`config.mk`:
```
export PLATFORM = sky130hd
export DESIGN_NAME = core_mem_arbiter
export DESIGN_NICKNAME = d
export VERILOG_FILES = /design/src/rtl/core_mem_arbiter.sv
export SDC_FILE = /design/constraint.sdc
export NUM_CORES = 1
export LEC_CHECK = 0
export ABC_AREA = 1
export CELL_PAD_IN_SITES_DETAIL_PLACEMENT = 1
export CELL_PAD_IN_SITES_GLOBAL_PLACEMENT = 1
export CORE_ASPECT_RATIO = 1.2
export CORE_MARGIN = 2
export CORE_UTILIZATION = 31
export CTS_CLUSTER_DIAMETER = 60
export DETAILED_ROUTE_END_ITERATION = 8
export GPL_ROUTABILITY_DRIVEN = 0
export MAX_ROUTING_LAYER = met4
export PLACE_DENSITY = 0.81
export SLEW_MARGIN = 20
export SYNTH_ARGS = -nofsm -noshare
export SYNTH_HDL_FRONTEND = slang
export SYNTH_SLANG_ARGS = --single-unit
export TNS_END_PERCENT = 10
```
`constraint.sdc`:
```
create_clock -name clk -period 2.3 [get_ports clk]
set_clock_uncertainty 0.15 [all_clocks]
set_input_delay 0.46 -clock clk [delete_from_list [all_inputs] [get_ports clk]]
set_output_delay 0.46 -clock clk [all_outputs]
set_load 0.03 [all_outputs]
```
`src/rtl/core_mem_arbiter.sv`:
```
`default_nettype none
// ============================================================================
// Module      : core_mem_arbiter
// Description : Single-port memory bus arbiter for fetch and load/store with
//               lane steering, load extension, misalignment and timeout faults.
// Revision    : 1.0 - initial release
// ============================================================================
module core_mem_arbiter #(
    parameter int TIMEOUT_CYCLES = 255
) (
    input  logic        clk,
    input  logic        rst,
    input  logic        if_req,
    input  logic [31:0] if_addr,
    output logic        if_done,
    output logic [31:0] if_rdata,
    input  logic        ls_load,
    input  logic        ls_store,
    input  logic [31:0] ls_load_addr,
    input  logic [31:0] ls_store_addr,
    input  logic [31:0] ls_store_data,
    input  logic [1:0]  ls_size,
    input  logic        ls_unsigned,
    output logic        ls_done,
    output logic [31:0] ls_rdata,
    output logic        pipeline_stall,
    output logic        bus_req,
    output logic        bus_we,
    output logic [31:0] bus_addr,
    output logic [31:0] bus_wdata,
    output logic [3:0]  bus_be,
    input  logic        bus_ready,
    input  logic [31:0] bus_rdata,
    output logic        exception,
    output logic [3:0]  exception_cause
);

    localparam logic [1:0]  c_IDLE      = 2'd0;
    localparam logic [1:0]  c_BUS_DATA  = 2'd1;
    localparam logic [1:0]  c_BUS_FETCH = 2'd2;
    localparam logic [1:0]  c_RESP      = 2'd3;
    localparam logic [15:0] c_TO_LAST   = 16'(TIMEOUT_CYCLES - 1);

    logic [1:0]  r_state;
    logic [1:0]  w_next;
    logic [15:0] r_cnt;
    logic        r_is_fetch;
    logic        r_is_store;
    logic        r_exc;
    logic        r_unsigned;
    logic [1:0]  r_off;
    logic [1:0]  r_size;

    logic        w_data_req;
    logic [31:0] w_daddr;
    logic        w_dmis;
    logic        w_fmis;
    logic [3:0]  w_be;
    logic        w_timeout;
    logic [31:0] w_shift;
    logic [31:0] w_load;
    logic        w_sext;

    // Load wins over a simultaneous store; the store simply waits.
    assign w_data_req = ls_load | ls_store;
    assign w_daddr    = ls_load ? ls_load_addr : ls_store_addr;
    assign w_fmis     = |if_addr[1:0];
    assign w_timeout  = ~bus_ready & (r_cnt == c_TO_LAST);

    always_comb begin
        case (ls_size)
            2'd0: begin
                w_dmis = 1'b0;
                w_be   = 4'b0001 << w_daddr[1:0];
            end
            2'd1: begin
                w_dmis = w_daddr[0];
                w_be   = 4'b0011 << w_daddr[1:0];
            end
            default: begin
                w_dmis = |w_daddr[1:0];
                w_be   = 4'b1111;
            end
        endcase
    end

    assign w_shift = bus_rdata >> {r_off, 3'b000};
    assign w_sext  = ~r_unsigned;

    always_comb begin
        case (r_size)
            2'd0:    w_load = {{24{w_sext & w_shift[7]}}, w_shift[7:0]};
            2'd1:    w_load = {{16{w_sext & w_shift[15]}}, w_shift[15:0]};
            default: w_load = w_shift;
        endcase
    end

    always_ff @(posedge clk) begin
        if (rst) begin
            r_state <= c_IDLE;
        end else begin
            r_state <= w_next;
        end
    end

    always_comb begin
        w_next = r_state;
        case (r_state)
            c_IDLE: begin
                if (w_data_req) begin
                    w_next = w_dmis ? c_RESP : c_BUS_DATA;
                end else if (if_req) begin
                    w_next = w_fmis ? c_RESP : c_BUS_FETCH;
                end
            end
            c_BUS_DATA, c_BUS_FETCH: begin
                if (bus_ready || w_timeout) begin
                    w_next = c_RESP;
                end
            end
            default: w_next = c_IDLE;
        endcase
    end

    always_comb begin
        bus_req   = (r_state == c_BUS_DATA) || (r_state == c_BUS_FETCH);
        bus_we    = (r_state == c_BUS_DATA) && r_is_store;
        if_done   = (r_state == c_RESP) && r_is_fetch;
        ls_done   = (r_state == c_RESP) && !r_is_fetch;
        exception = (r_state == c_RESP) && r_exc;
    end

    assign pipeline_stall = w_data_req & ~ls_done;

    always_ff @(posedge clk) begin
        if (rst) begin
            r_cnt           <= 16'd0;
            r_is_fetch      <= 1'b0;
            r_is_store      <= 1'b0;
            r_exc           <= 1'b0;
            r_unsigned      <= 1'b0;
            r_off           <= 2'd0;
            r_size          <= 2'd0;
            bus_addr        <= 32'd0;
            bus_wdata       <= 32'd0;
            bus_be          <= 4'd0;
            if_rdata        <= 32'd0;
            ls_rdata        <= 32'd0;
            exception_cause <= 4'd0;
        end else begin
            case (r_state)
                c_IDLE: begin
                    r_cnt <= 16'd0;
                    if (w_data_req) begin
                        r_is_fetch <= 1'b0;
                        r_is_store <= ~ls_load;
                        r_exc      <= w_dmis;
                        r_unsigned <= ls_unsigned;
                        r_off      <= w_daddr[1:0];
                        r_size     <= ls_size;
                        if (w_dmis) begin
                            ls_rdata        <= 32'd0;
                            exception_cause <= ls_load ? 4'd4 : 4'd6;
                        end else begin
                            bus_addr  <= {w_daddr[31:2], 2'b00};
                            bus_be    <= w_be;
                            bus_wdata <= ls_load ? 32'd0 : (ls_store_data << {w_daddr[1:0], 3'b000});
                        end
                    end else if (if_req) begin
                        r_is_fetch <= 1'b1;
                        r_is_store <= 1'b0;
                        r_exc      <= w_fmis;
                        if (w_fmis) begin
                            if_rdata        <= 32'd0;
                            exception_cause <= 4'd0;
                        end else begin
                            bus_addr  <= {if_addr[31:2], 2'b00};
                            bus_be    <= 4'b1111;
                            bus_wdata <= 32'd0;
                        end
                    end
                end
                c_BUS_DATA, c_BUS_FETCH: begin
                    if (bus_ready) begin
                        if (r_is_fetch) begin
                            if_rdata <= bus_rdata;
                        end else begin
                            ls_rdata <= r_is_store ? 32'd0 : w_load;
                        end
                    end else if (w_timeout) begin
                        r_exc <= 1'b1;
                        if (r_is_fetch) begin
                            if_rdata        <= 32'd0;
                            exception_cause <= 4'd1;
                        end else begin
                            ls_rdata        <= 32'd0;
                            exception_cause <= r_is_store ? 4'd7 : 4'd5;
                        end
                    end else begin
                        r_cnt <= r_cnt + 16'd1;
                    end
                end
                default: ;
            endcase
        end
    end

endmodule
`default_nettype wire

```
==> summary.txt <==
Outcome
  – Status: finished, final reports clean

Clocking
  – H-tree depth: 4
  – CTS tree: yes
  – Clk sinks: 159
  – CTS buffer count: 17
  – Worst-Skew Late Latency: 0.43 ns
  – Post-CTS setup buffer count: 0
  – Cts hold-fix bufs: 0
  – CTS clock-pin slew for the worst setup and hold paths: 0.07 ns
  – Clk root buf: clkbuf_16
  – Maximum clock path buffer count: 2

Finish
  – Multi-input logic area: 0.00498 sq mm
  – Post-layout net count: 1,986
  – FF+latch area: 0.00319 sq mm
  – Fill count: 3,833
  – Post-route insts no fill: 2,211
  – Layout area overhead: 50.5%
  – Share of cells above drive strength 1: 0.0817
  – Final Util: 0.475

Logic synthesis
  – Synth warn: 0
  – Post-synthesis mux area share: 0
  – Synth Area per Inst: 6.02 sq um
  – Post-Syn Instances: 1,506
  – Main combinational cell family by area after synthesis: simple AND/OR/NAND/NOR gates
  – Ys flop type: dfxtp_1
  – Post-Syn Area: 0.00907 sq mm
  – Synth Area in Compound Gates: 0.114
  – Register bit count reported by yosys: 159
  – Synth async-reset ratio: 0
  – Cell variety after synth: 36
  – Post-Synth Adder-Cell Area: 0.00828
  – Seq/Total Area, Yosys: 0.351
  – EDFF count, synth: 0
  – Xor/xnor share of the synthesized area: 0.00193
  – Simple-gate area share of the yosys netlist: 0.419

Global routing
  – Total track usage: 0.253
  – First-pass GRT wire length: 59,200 um
  – Gr ovfl total: 0
  – Largest net degree at the start of global routing: 57
  – Vias in the first global route: 11.3k
  – Initial antenna violation count: 2

Timing
  – Rel. slew slack: 0.568
  – Unrepaired setup endpoints after global routing: no
  – Tmin final: 2.23 ns
  – Period utilization: 0.969
  – Worst Max-Slew Pin Slew: 0.648 ns
  – Fmax: 449 MHz
  – Final setup viols: 0
  – Pins Over Slew Limit: 0
  – Final Hold Fails: 0

Critical path
  – Reg2reg start: r_state[0]
  – Stages on worst setup path: 1
  – Top cell family by delay on the critical path: buffers and inverters
  – Worst Setup EP: exception_cause[0]
  – R2R depth: 11
  – Critical-path top delay cell: clkdlybuf4s50_1
  – CP Class: flip-flop to primary output
  – Crit. End Element: primary output
  – Worst-path fanout max: 2
  – Crit path launch type: flip-flop
  – WP buf/inv: 1
  – Arrival time worst endpoint: 1.62 ns
  – Peak per-stage delay on the critical path: 0.82 ns
  – Setup crit start: exception_cause[0]
  – Reg2reg end: ls_rdata[1]
  – Cells along the critical path: clkdlybuf4s50_1
  – Critical Path RT: 1.69 ns
  – R2r setup slk: 0.15 ns

Placed design
  – Port Buffer Count: 307
  – Cells after DPL: 2,175
  – DP HPWL: 28,900 um

Drt
  – Routed via count: 10.9k
  – 1st-pass router iterations: 5
  – Drt total wl: 38,100 um
  – DRC: 0
  – Vias per cell: 4.92
  – DRT antenna net count: 0
  – DRT iter0 DRCs: 475
  – Wire per inst: 17.2 um

Min path
  – Hold crit path type: input port to flip-flop
  – Worst hold path stage count: 4

Floorplan
  – Die Wd: 160 um
  – Initial Util: 0.315
  – Die area: 0.0306 sq mm
  – Placement Rows: 68
  – Core area: 0.0288 sq mm
  – Chip Height: 191 um
  – I/O pins: 311

Power and ir drop
  – Leakage power: 5.88 nW
  – Pwr/cell area: 1210 mW/mm^2
  – Worst VDD drop: 0.466 mV

Job
  – Max-Cap Viols: 0
## per-layer routing
layer  vias to the layer above  wire length, um  global-route usage
li1                       5355                -                   -
met1                      5127            15300               0.276
met2                       340            19300               0.446
met3                        65             2130              0.0542
met4                         0             1380               0.104
met5                         -                0                   -
## placed cells by master (no fill, tap or decap), types with 5 or more instances in the layout
cell type	n
bufinv_16	6
clkbuf_16	18
nand4_1	51
nor2_1	313
o211ai_1	8
inv_2	7
buf_12	18
buf_4	55
ha_1	5
nand2_1	432
clkdlybuf4s50_1	298
nand2_2	8
nand3_1	80
nor3_1	6
o21ai_1	10
o21ai_0	79
dfxtp_1	157
a21oi_1	94
inv_1	120
or2_2	9
## area by class of cell
type                       instances  share of cell area
multi-input combinational       1123               0.365
timing repair buffer             378               0.280
sequential                       159               0.233
inverter                         131              0.0366
tap                              385              0.0353
clock buffer                      18              0.0314
clock inverter                    14              0.0174
timing repair inverter             1            0.000550
antenna                            2            0.000367
## Yosys cell counts (2+ instances only)
master    count  area share
buf_4        14       0.012
clkinv_1      4      0.0017
dfxtp_1     159        0.35
or2_2         9      0.0062
nand2_1     433        0.18
nor3_1        6      0.0033
and2_1        2      0.0014
o211ai_1      8      0.0066
inv_2         6      0.0025
nand3_4       2      0.0039
nand3b_1      2      0.0017
nand3_1      80       0.044
nor2_1      315        0.13
o21ai_1       9      0.0050
o21ai_0      80       0.044
buf_2        27       0.015
nand4_1      51       0.035
a22oi_1       2      0.0017
buf_6         3      0.0037
xor2_1        2      0.0019
clkbuf_1     47       0.019
nand3_2       4      0.0044
a21oi_1      94       0.052
nand2_2       7      0.0048
buf_1         4      0.0017
inv_1       121       0.050
ha_1          6      0.0083
## stage by stage
step | hold slack, ns | cell area (sq um) | setup TNS (ns) | setup slack, ns | total power, mW
detailed placement | 0.308 | 12900 | -23.06 | -0.250 | 13.1
floorplan | 0.300 | 9080 | 0 | 0.0118 | 9.49
CTS | 0.283 | 13600 | 0 | 0.0389 | 16.5
global placement | 0.297 | 12900 | -11.44 | -0.127 | 12.9
finish | 0.291 | 13600 | 0 | 0.0717 | 16.6
global route | 0.305 | 13600 | 0 | 0.00160 | 17.7
## registers in the layout, summed over array words and instances, names as in the netlist
name,count
r_unsigned,1
if_rdata,32
ls_rdata,32
r_state,2
bus_addr,30
r_exc,1
bus_be,4
exception_cause,3
r_is_fetch,1
r_is_store,1
bus_wdata,32
r_cnt,16
r_size,2
r_off,2
## power breakdown
group	internal (mW)	leakage [nW]	switching, mW
Clock	2.04	0.325	1.25
Combinational	3.55	4.26	5.64
Sequential	3.54	1.30	0.540
## kinds of logic after synthesis
| kind of cell | Yosys count |
|---|---|
| buf+inv | 226 |
| fa+ha+maj | 6 |
| other cells | 1 |
| simple gates | 914 |
| flops | 159 |
| xor+xnor | 2 |
| compound gates | 198 |
## timing repair
item,CTS,global route
cloned,0,2
hold endpoints to repair,0,0
endpoints found under the setup margin,5,48
resized for setup,8,12
pin swaps,0,2
## tightest hold or removal path, stage by stage
cell	delay, ns
buf_2	0.09
inv_2	0.13
nand2_1	0.11
nor2_1	0.03
## how the worst min path moves through the flow
| stage | start | to |
|---|---|---|
| after floorplan | r_size[0] | r_size[0] |
| after global placement | bus_addr[23] | bus_addr[23] |
| after detailed placement | bus_addr[29] | bus_addr[29] |
| after CTS | rst | exception_cause[2] |
| after global routing | rst | ls_rdata[31] |
| final | rst | exception_cause[2] |
Note: power is estimated with default switching activity, not from simulation.
